$ cat src/rtl/instruction_encoder.sv
// Packs symbolic instruction requests into 16-bit ISA words and writes them to consecutive imem addresses.
// One request per cycle; each word is written one cycle after its request is accepted; in_ready is high only in LOAD.
module instruction_encoder #(
    parameter int AW = 8
) (
    input  logic          clk,
    input  logic          rst,
    input  logic          start,
    input  logic [AW-1:0] start_addr,
    input  logic          finish,
    input  logic          in_valid,
    output logic          in_ready,
    input  logic [4:0]    in_mnem,
    input  logic [3:0]    in_ra,
    input  logic [3:0]    in_rb,
    input  logic [7:0]    in_imm,
    output logic          imem_we,
    output logic [AW-1:0] imem_addr,
    output logic [15:0]   imem_wdata,
    output logic          busy,
    output logic          done,
    output logic          full,
    output logic          err,
    output logic [AW:0]   word_count
);

    typedef enum logic [1:0] {
        S_IDLE = 2'd0,
        S_LOAD = 2'd1,
        S_DONE = 2'd2,
        S_FULL = 2'd3
    } state_e;

    localparam logic [4:0] M_ADD   = 5'd0;
    localparam logic [4:0] M_SUB   = 5'd1;
    localparam logic [4:0] M_CMP   = 5'd2;
    localparam logic [4:0] M_AND   = 5'd3;
    localparam logic [4:0] M_OR    = 5'd4;
    localparam logic [4:0] M_XOR   = 5'd5;
    localparam logic [4:0] M_MOV   = 5'd6;
    localparam logic [4:0] M_ADDI  = 5'd7;
    localparam logic [4:0] M_SUBI  = 5'd8;
    localparam logic [4:0] M_CMPI  = 5'd9;
    localparam logic [4:0] M_ANDI  = 5'd10;
    localparam logic [4:0] M_ORI   = 5'd11;
    localparam logic [4:0] M_XORI  = 5'd12;
    localparam logic [4:0] M_MOVI  = 5'd13;
    localparam logic [4:0] M_LUI   = 5'd14;
    localparam logic [4:0] M_LSH   = 5'd15;
    localparam logic [4:0] M_LSHI  = 5'd16;
    localparam logic [4:0] M_LOAD  = 5'd17;
    localparam logic [4:0] M_STOR  = 5'd18;
    localparam logic [4:0] M_JAL   = 5'd19;
    localparam logic [4:0] M_JCOND = 5'd20;
    localparam logic [4:0] M_BCOND = 5'd21;

    localparam logic [AW-1:0] PTR_MAX = '1;

    state_e        state_q;
    logic [AW-1:0] ptr_q;
    logic          we_q;
    logic [AW-1:0] addr_q;
    logic [15:0]   wdata_q;
    logic          err_q;
    logic [AW:0]   cnt_q;

    logic [15:0]   word_d;
    logic          legal_d;
    logic          accept;
    logic          last_slot;

    always_comb begin
        word_d  = 16'h0000;
        legal_d = 1'b1;
        case (in_mnem)
            M_ADD:   word_d = {4'b0000, in_ra, 4'b0101, in_rb};
            M_SUB:   word_d = {4'b0000, in_ra, 4'b1001, in_rb};
            M_CMP:   word_d = {4'b0000, in_ra, 4'b1011, in_rb};
            M_AND:   word_d = {4'b0000, in_ra, 4'b0001, in_rb};
            M_OR:    word_d = {4'b0000, in_ra, 4'b0010, in_rb};
            M_XOR:   word_d = {4'b0000, in_ra, 4'b0011, in_rb};
            M_MOV:   word_d = {4'b0000, in_ra, 4'b1101, in_rb};
            M_ADDI:  word_d = {4'b0101, in_ra, in_imm};
            M_SUBI:  word_d = {4'b1001, in_ra, in_imm};
            M_CMPI:  word_d = {4'b1011, in_ra, in_imm};
            M_ANDI:  word_d = {4'b0001, in_ra, in_imm};
            M_ORI:   word_d = {4'b0010, in_ra, in_imm};
            M_XORI:  word_d = {4'b0011, in_ra, in_imm};
            M_MOVI:  word_d = {4'b1101, in_ra, in_imm};
            M_LUI:   word_d = {4'b1111, in_ra, in_imm};
            M_LSH:   word_d = {4'b1000, in_ra, 4'b0100, in_rb};
            M_LSHI: begin
                // Shift amount must fit a 5-bit signed field: upper nibble is pure sign extension.
                word_d  = {4'b1000, in_ra, 3'b000, in_imm[4], in_imm[3:0]};
                legal_d = (in_imm[7:4] == 4'b0000) || (in_imm[7:4] == 4'b1111);
            end
            M_LOAD:  word_d = {4'b0100, in_ra, 4'b0000, in_rb};
            M_STOR:  word_d = {4'b0100, in_ra, 4'b0100, in_rb};
            M_JAL:   word_d = {4'b0100, in_ra, 4'b1000, in_rb};
            M_JCOND: word_d = {4'b0100, in_ra, 4'b1100, in_rb};
            M_BCOND: word_d = {4'b1100, in_ra, in_imm};
            default: legal_d = 1'b0;
        endcase
    end

    assign accept    = in_valid && (state_q == S_LOAD);
    assign last_slot = (ptr_q == PTR_MAX);

    always_ff @(posedge clk or posedge rst) begin
        if (rst) begin
            state_q <= S_IDLE;
            ptr_q   <= '0;
            we_q    <= 1'b0;
            addr_q  <= '0;
            wdata_q <= 16'h0000;
            err_q   <= 1'b0;
            cnt_q   <= '0;
        end else begin
            we_q <= 1'b0;
            if (accept && legal_d) begin
                we_q    <= 1'b1;
                addr_q  <= ptr_q;
                wdata_q <= word_d;
                cnt_q   <= cnt_q + (AW+1)'(1);
                // Pointer parks on the top address; FULL stops further acceptance.
                if (!last_slot) begin
                    ptr_q <= ptr_q + AW'(1);
                end
            end
            if (accept && !legal_d) begin
                err_q <= 1'b1;
            end
            case (state_q)
                S_IDLE, S_DONE, S_FULL: begin
                    if (start) begin
                        state_q <= S_LOAD;
                        ptr_q   <= start_addr;
                        cnt_q   <= '0;
                        err_q   <= 1'b0;
                    end
                end
                S_LOAD: begin
                    if (accept && legal_d && last_slot) begin
                        state_q <= S_FULL;
                    end else if (finish) begin
                        state_q <= S_DONE;
                    end
                end
                default: state_q <= S_IDLE;
            endcase
        end
    end

    assign in_ready   = (state_q == S_LOAD);
    assign imem_we    = we_q;
    assign imem_addr  = addr_q;
    assign imem_wdata = wdata_q;
    assign busy       = (state_q == S_LOAD) || we_q;
    assign done       = (state_q == S_DONE);
    assign full       = (state_q == S_FULL);
    assign err        = err_q;
    assign word_count = cnt_q;

endmodule

$ cat config.mk
export PLATFORM = sky130hd
export DESIGN_NAME = instruction_encoder
export DESIGN_NICKNAME = d
export VERILOG_FILES = /design/src/rtl/instruction_encoder.sv
export SDC_FILE = /design/constraint.sdc
export NUM_CORES = 1
export LEC_CHECK = 0
export ABC_AREA = 0
export ABC_CLOCK_PERIOD_IN_PS = 3800
export BUFFER_PORTS_ARGS = -buffer_cell sky130_fd_sc_hd__buf_2
export CAP_MARGIN = 40
export CORE_ASPECT_RATIO = 0.7
export CORE_MARGIN = 2
export CORE_UTILIZATION = 45
export DETAILED_ROUTE_END_ITERATION = 12
export GPL_ROUTABILITY_DRIVEN = 0
export GPL_TIMING_DRIVEN = 1
export HOLD_SLACK_MARGIN = 0.1
export PLACE_DENSITY = 0.7
export SLEW_MARGIN = 40
export SYNTH_ARGS = -nofsm -noshare
export SYNTH_HDL_FRONTEND = slang
export SYNTH_SLANG_ARGS = --single-unit
$ cat constraint.sdc
create_clock -name clk -period 3.8 [get_ports clk]
set_input_delay 0.76 -clock clk [delete_from_list [all_inputs] [get_ports clk]]
set_output_delay 0.76 -clock clk [all_outputs]
set_load 0.05 [all_outputs]
==> run_results.csv, run 1 <==
group,metric,value,unit
cts,ctsResizeCount,0,
synth,synth_xor_xnor_area_share,0.03491,
sta,final_hold_viol_count,0,
setup_path,critical_path.reg2reg.startpoint,"state_q[1]$_DFFE_PP0P_",
finish,share_of_post_route_cells_with_drive_strength_above_1,0.2451,
synth,synth_seq_cells,45,
setup_path,worstSetupEndpointType,"flip-flop",
global_routing,grt_antenna_before_repair,0,
cts,numCtsBuffers,5,
place,port_buffers,72,
setup_path,critPathRequiredTime,4.02,ns
sta,slew_limit_headroom,0.6329,
synth,post_synth_most_frequent_cells,"60 x nand2_1, 45 x dfrtp_1, 27 x nor2_1",
setup_path,startpoint_type,"input port",
sta,timing.final.max_slew_violations,0,
synth,post_synth_main_area_contributors,"dfrtp_1 45%, nand2_1 9.0%, nor2_1 4.0%, a21oi_1 2.8%, o21ai_0 2.4%",
cts,cts.htree.levels,2,
setup_path,cp.buffers_inverters,2,
synth,number_of_enable_flip_flop_cells_after_synthesis,0,
synth,ys.flop_type,"dfrtp_1",
synth,synth.yosys.seq_area_share,0.4489,
synth,netlist_area,0.002509,mm2
global_routing,grt_use_total,0.1951,
floorplan,die_height,66.47,um
finish,layout.cell_area.non_filler,0.002984,mm2
setup_path,path_max_fanout,41,
synth,synth_cell_type_count,55,
hold_path,hold-path-endpoint,"imem_addr[1]$_DFFE_PP0P_",
floorplan,initial_utilization,0.4722,
sta,min_period_over_period,0.6289,
floorplan,dieWidth,93.24,um
sta,max_freq,0.4184,GHz
floorplan,core-area,0.005313,mm2
place,hpwlAfterDp,4136,um
setup_path,crit_path_top_delay_cell,"or4_4",
synth,synth_simple_gate_area_share,0.2638,
hold_path,timing.hold.worst.class,"reg2reg",
finish,nFillCells,477,
detailed_routing,wl_cell,13.65,um
sta,fin_skew,0.003386,ns
job,maxCapViolations,0,
hold_path,worstHoldPathCells,2,
global_routing,grt_overflow,0,
cts,max-clock-path-buffers,2,
setup_path,arrival_time_at_the_worst_endpoint,2.61,ns
place,placedInstanceArea,0.002893,mm2
synth,post_synth_fa_ha_maj_area_fraction,0.009975,
power,peakVddDrop,0.4841,mV
hold_path,holdCritStartpoint,"imem_addr[1]$_DFFE_PP0P_",
cts,cts.hold.buffers_added,0,
finish,final_nets,390,
floorplan,core.rowCount,22,
global_routing,grt_first_pass_wirelength,9577,um
synth,synthArstFlopShare,1.000,
cts,clock_insertion_delay_worst_skew,0.29,ns
sta,setup_total_negative_slack,0,ns
setup_path,crit_type,"in2reg",
detailed_routing,dr.pass1.iters,4,
detailed_routing,routed_via_density,5.319,
detailed_routing,drt_iter0_drc,225,
synth,synth.avg_cell_area,8.621,um2
sta,worstMarginPinSlew,0.5507,ns
finish,antenna_cells,0,
cts,clkSinkCount,45,
detailed_routing,drc_errors_left,0,
setup_path,reg2reg_depth,6,
cts,postCtsSetupRepairBufs,0,
setup_path,flop_to_flop_setup_slack,1.73,ns
synth,post-synth-top-count-cell,"nand2_1",
cts,cts.clk_slew.worst_paths,0.08,ns
finish,synthToLayoutAreaGrowth,18.95,%
cts,clock_tree_from_tritoncts,"built",
floorplan,dieArea,0.006198,mm2
detailed_routing,antenna_violating_nets_post_route,0,
synth,synth_compound_gate_area_share,0.1880,
setup_path,crit-reg2reg-capture,"word_count[8]$_DFF_PP0_",
finish,final_util,0.5617,
global_routing,grt_max_degree,46,
sta,setup_viol_count_final,0,
synth,synth.largest_area_cell,"dfrtp_1",
power,leakagePower,1.477,nW
synth,synth_nets,327,
run_status,outcome,"complete, no violations",
setup_path,worst_path_cell_chain,"buf_2, or4_4, nand4_4, nand2_4, buf_4, or4_1, a21oi_1",
sta,grt_setup_unrepaired,"no",
setup_path,largest_stage_delay_on_the_critical_path,0.55,ns
synth,synth_top_family_by_area,"simple AND/OR/NAND/NOR gates",
synth,ys.warnings.count,0,
detailed_routing,via_count,2271,
synth,synth_cells,291,
detailed_routing,wl_final,5827,um
cts,clock-root-buffer,"clkbuf_8",
power,pwr_density_cell,762.6,mW/mm2
global_routing,first_global_vias,1931,
synth,yosysTopAreaCellShare,0.4489,
synth,proportion_of_synthesized_area_in_mux_cells,0.01197,
sta,finalCriticalPeriod,2.390,ns
setup_path,path_delay_family,"simple AND/OR/NAND/NOR gates",
floorplan,design.portCount,73,
-- through the flow --
step           hold slack (ns)  instances  setup WS, ns  power [mW]
3_3_place_gp            0.4592        418         1.085       1.987
3_5_place_dp            0.4607        418         1.030       1.998
6_report                0.4743        427         1.410       2.276
2_1_floorplan           0.4548        291         1.585       1.717
4_1_cts                 0.4799        426         1.324       2.281
5_1_grt                 0.5052        427         1.321       2.419
-- how the worst max path moves through the flow --
stage	from	end	depth (start not counted)
detailed placement	in_imm[5]	ptr_q[5]$_DFF_PP0_	7
finish	in_imm[5]	word_count[8]$_DFF_PP0_	7
floorplan	in_imm[5]	word_count[8]$_DFF_PP0_	5
global route	in_imm[5]	word_count[8]$_DFF_PP0_	7
global placement	in_imm[5]	ptr_q[2]$_DFF_PP0_	7
CTS	in_imm[5]	state_q[0]$_DFFE_PP0P_	7
-- layout make-up --
cell class	count	area (um2)	share of cell area
clock buffers	8	80.08	0.02683
inverters	8	32.53	0.01090
multi-input cells	220	1276	0.4277
flip-flops and latches	45	1126	0.3774
well taps	72	90.09	0.03019
repair buffers	74	379.1	0.1270
-- power breakdown --
part	total (mW)	internal, mW	switching [mW]	leakage [nW]
clock network	0.280	0.131	0.149	0.0395
registers	0.806	0.661	0.145	0.566
logic	1.19	0.304	0.886	0.872
-- per-layer routing --
metal	global-route usage	vias up	wire length [um]
li1	-	1157	-
met1	0.3254	1040	3236
met2	0.2500	69	2193
met3	0.04299	5	358
met4	0.03860	0	39
met5	0	-	0
-- cell families after synthesis --
kind of cell	after synthesis
flip-flops	45
XOR/XNOR	10
AND/OR/NAND/NOR	137
AO/OA/AOI/OAI	68
multiplexers	3
adder cells (fa/ha/maj)	2
buffers and inverters	26
-- cells in the final DEF, fill, tap and decap left out, types with 2 or more instances in the layout --
cell      count
nand3_1       4
ha_1          2
nor2_1       27
dfrtp_1      45
a21oi_1      14
mux2i_1       3
nor2b_1       9
buf_2        72
nand2b_1      8
nand3b_1      2
a211oi_1      6
and2_1        5
o31ai_1       2
a221oi_1      4
xor2_1        6
a211o_1       3
clkbuf_8      5
clkbuf_1      3
inv_1         7
nand2_1      60
or2_2         2
a311oi_1      3
nor3_1        2
xnor2_1       4
o21ai_0      12
a31oi_1       5
and3_1        3
nand4_1       8
-- worst min-delay path, stage by stage (launching register included) --
cell and delay (ns):
dfrtp_1 0.34, nand2_1 0.05, nand2_1 0.05
-- state kept, by name, indices dropped and copies added, names as in the netlist --
| register | count |
|---|---|
| ptr_q | 8 |
| err | 1 |
| state_q | 2 |
| imem_addr | 8 |
| imem_wdata | 16 |
| imem_we | 1 |
| word_count | 9 |
Power figures use the tool's default switching activity.
==> inputs of run 2 (changes only) <==
ABC_CLOCK_PERIOD_IN_PS = 2300   (was 3800)
clock period = 2.3 ns   (was 3.8 ns; I/O delays follow)
==> run 2 against run 1 <==
Sequential power is 64% higher. Register-to-register slack worse by 1.4 ns. Sequential cell count unchanged. Worst hold slack worse by 0.37 ns. Worst setup slack got worse by 1.1 ns. Highest routed layer unchanged. Global-route usage grew 1.9 points. Power up 69%. Combinational power is 68% higher. Cell count is 2.6% higher. Design area up 3.3%. Die area is the same.
==> run_results.csv, run 2 (synthesis gave the netlist of run 1 again) <==
group,metric,value,unit
run_status,outcome,"complete, no violations",
detailed_routing,via_count,2346,
global_routing,grt_overflow,0,
place,hpwlAfterDp,4611,um
place,dp_worst_setup_slack,0.02950,ns
setup_path,startpoint_type,"flip-flop",
detailed_routing,antenna_violating_nets_post_route,0,
setup_path,crit_path_top_delay_cell,"dfrtp_1",
job,maxCapViolations,0,
cts,clock_insertion_delay_worst_skew,0.30,ns
cts,cts.htree.levels,2,
sta,fin_skew,0.004557,ns
floorplan,core.rowCount,22,
place,port_buffers,72,
place,placedInstanceArea,0.002980,mm2
power,pwr_density_cell,1252,mW/mm2
sta,min_period_over_period,0.8565,
setup_path,critical_path.reg2reg.startpoint,"state_q[1]$_DFFE_PP0P_",
sta,setup_total_negative_slack,0,ns
power,leakagePower,1.544,nW
detailed_routing,drt_iter0_drc,241,
setup_path,path_delay_family,"compound AO/OA/AOI/OAI gates",
sta,max_freq,0.5077,GHz
detailed_routing,drc_errors_left,0,
setup_path,worstSetupEndpointType,"flip-flop",
floorplan,dieWidth,93.24,um
setup_path,worst_path_cell_chain,"nand3b_1, a21oi_2, nand2_4, inv_1, a211oi_1, a311oi_1",
cts,numCtsBuffers,5,
hold_path,timing.hold.worst.class,"in2async",
cts,clock_tree_from_tritoncts,"built",
sta,setup_viol_count_final,0,
setup_path,largest_stage_delay_on_the_critical_path,0.41,ns
cts,ctsResizeCount,0,
finish,final_nets,401,
global_routing,first_global_vias,2108,
setup_path,cp.buffers_inverters,1,
global_routing,grt_max_degree,30,
floorplan,core-area,0.005313,mm2
finish,layout.cell_area.non_filler,0.003082,mm2
floorplan,dieArea,0.006198,mm2
cts,cts.clk_slew.worst_paths,0.08,ns
global_routing,grt_use_total,0.2145,
setup_path,crit_type,"reg2reg",
floorplan,die_height,66.47,um
setup_path,arrival_time_at_the_worst_endpoint,2.19,ns
cts,clkSinkCount,45,
global_routing,grt_first_pass_wirelength,10310,um
cts,clock-root-buffer,"clkbuf_8",
finish,layout.cells.most_common,"buf_2",
setup_path,flop_to_flop_setup_slack,0.33,ns
sta,worstMarginPinSlew,0.5510,ns
setup_path,path_max_fanout,16,
floorplan,design.portCount,73,
global_routing,most_used_routing_layer,"met1",
sta,slew_limit_headroom,0.6327,
sta,grt_setup_unrepaired,"no",
detailed_routing,routed_via_density,5.356,
finish,synthToLayoutAreaGrowth,22.84,%
sta,finalCriticalPeriod,1.970,ns
finish,number_of_flip_flops_under_the_largest_register_name,16,
power,peakVddDrop,0.6387,mV
finish,layout_common_cells,"72 x buf_2, 60 x nand2_1, 45 x dfrtp_1",
global_routing,grt_util_met3,0.04412,
global_routing,grt.met2_usage,0.2833,
detailed_routing,wl_final,6206,um
sta,fin_ws,0.3302,ns
cts,postCtsSetupRepairBufs,0,
global_routing,groute.layer.met1.usage,0.3454,
floorplan,initial_utilization,0.4722,
sta,timing.final.max_slew_violations,0,
global_routing,grt_antenna_before_repair,0,
cts,max-clock-path-buffers,2,
detailed_routing,dr.pass1.iters,4,
finish,antenna_cells,0,
setup_path,critPathRequiredTime,2.52,ns
sta,final_hold_viol_count,0,
finish,share_of_post_route_cells_with_drive_strength_above_1,0.2760,
sta,hold_slack,0.1012,ns
setup_path,startpoint,"state_q[1]$_DFFE_PP0P_",
detailed_routing,wl_cell,14.17,um
cts,cts.hold.buffers_added,0,
-- run 2: power by group --
part           internal (mW)  total (mW)  switching (mW)
registers               1.09        1.32           0.228
logic                  0.522        2.00            1.48
clock network          0.272       0.539           0.267
total                   1.89        3.86            1.97
-- run 2: worst paths after layout --
kind | to | cells past startpoint
setup / recovery | ptr_q[2]$_DFF_PP0_ | 6
hold / removal | imem_addr[4]$_DFFE_PP0P_ | 2
setup reg to reg | ptr_q[2]$_DFF_PP0_ | 6
hold reg to reg | imem_wdata[11]$_DFFE_PP0P_ | 2
max in group asynchronous | imem_wdata[2]$_DFFE_PP0P_ | 3
min in group clk | imem_wdata[11]$_DFFE_PP0P_ | 3
-- run 2: metal layers --
layer | wire [um] | share of wire | vias up
li1 | - | - | 1170
met3 | 433 | 0.070 | 8
met1 | 3234 | 0.52 | 1090
met5 | 0 | 0 | -
met2 | 2466 | 0.40 | 78
met4 | 72 | 0.012 | 0
-- run 2: per-stage QoR --
step / power [mW] / utilization / cells
3_5_place_dp: 3.338 / 0.5610 / 430
3_3_place_gp: 3.314 / 0.5610 / 430
2_1_floorplan: 2.837 / - / 291
4_1_cts: 3.883 / 0.5801 / 438
5_1_grt: 4.109 / 0.5801 / 438
6_report: 3.857 / 0.5801 / 438
-- run 2: worst reg2reg max path: stages (launching register included) --
cell      delay, ns
dfrtp_1        0.41
nand3b_1       0.25
a21oi_2        0.31
nand2_4        0.17
inv_1          0.34
a211oi_1       0.14
a311oi_1       0.25
-- run 2: area by class of cell --
class	count	area (um2)
Inverter	8	30.03
Fill cell	508	2231
Clock buffer	7	96.34
Clock inverter	1	5.005
Sequential cell	45	1126
Timing Repair Buffer	85	457.9
Multi-Input combinational cell	220	1276
Tap cell	72	90.09
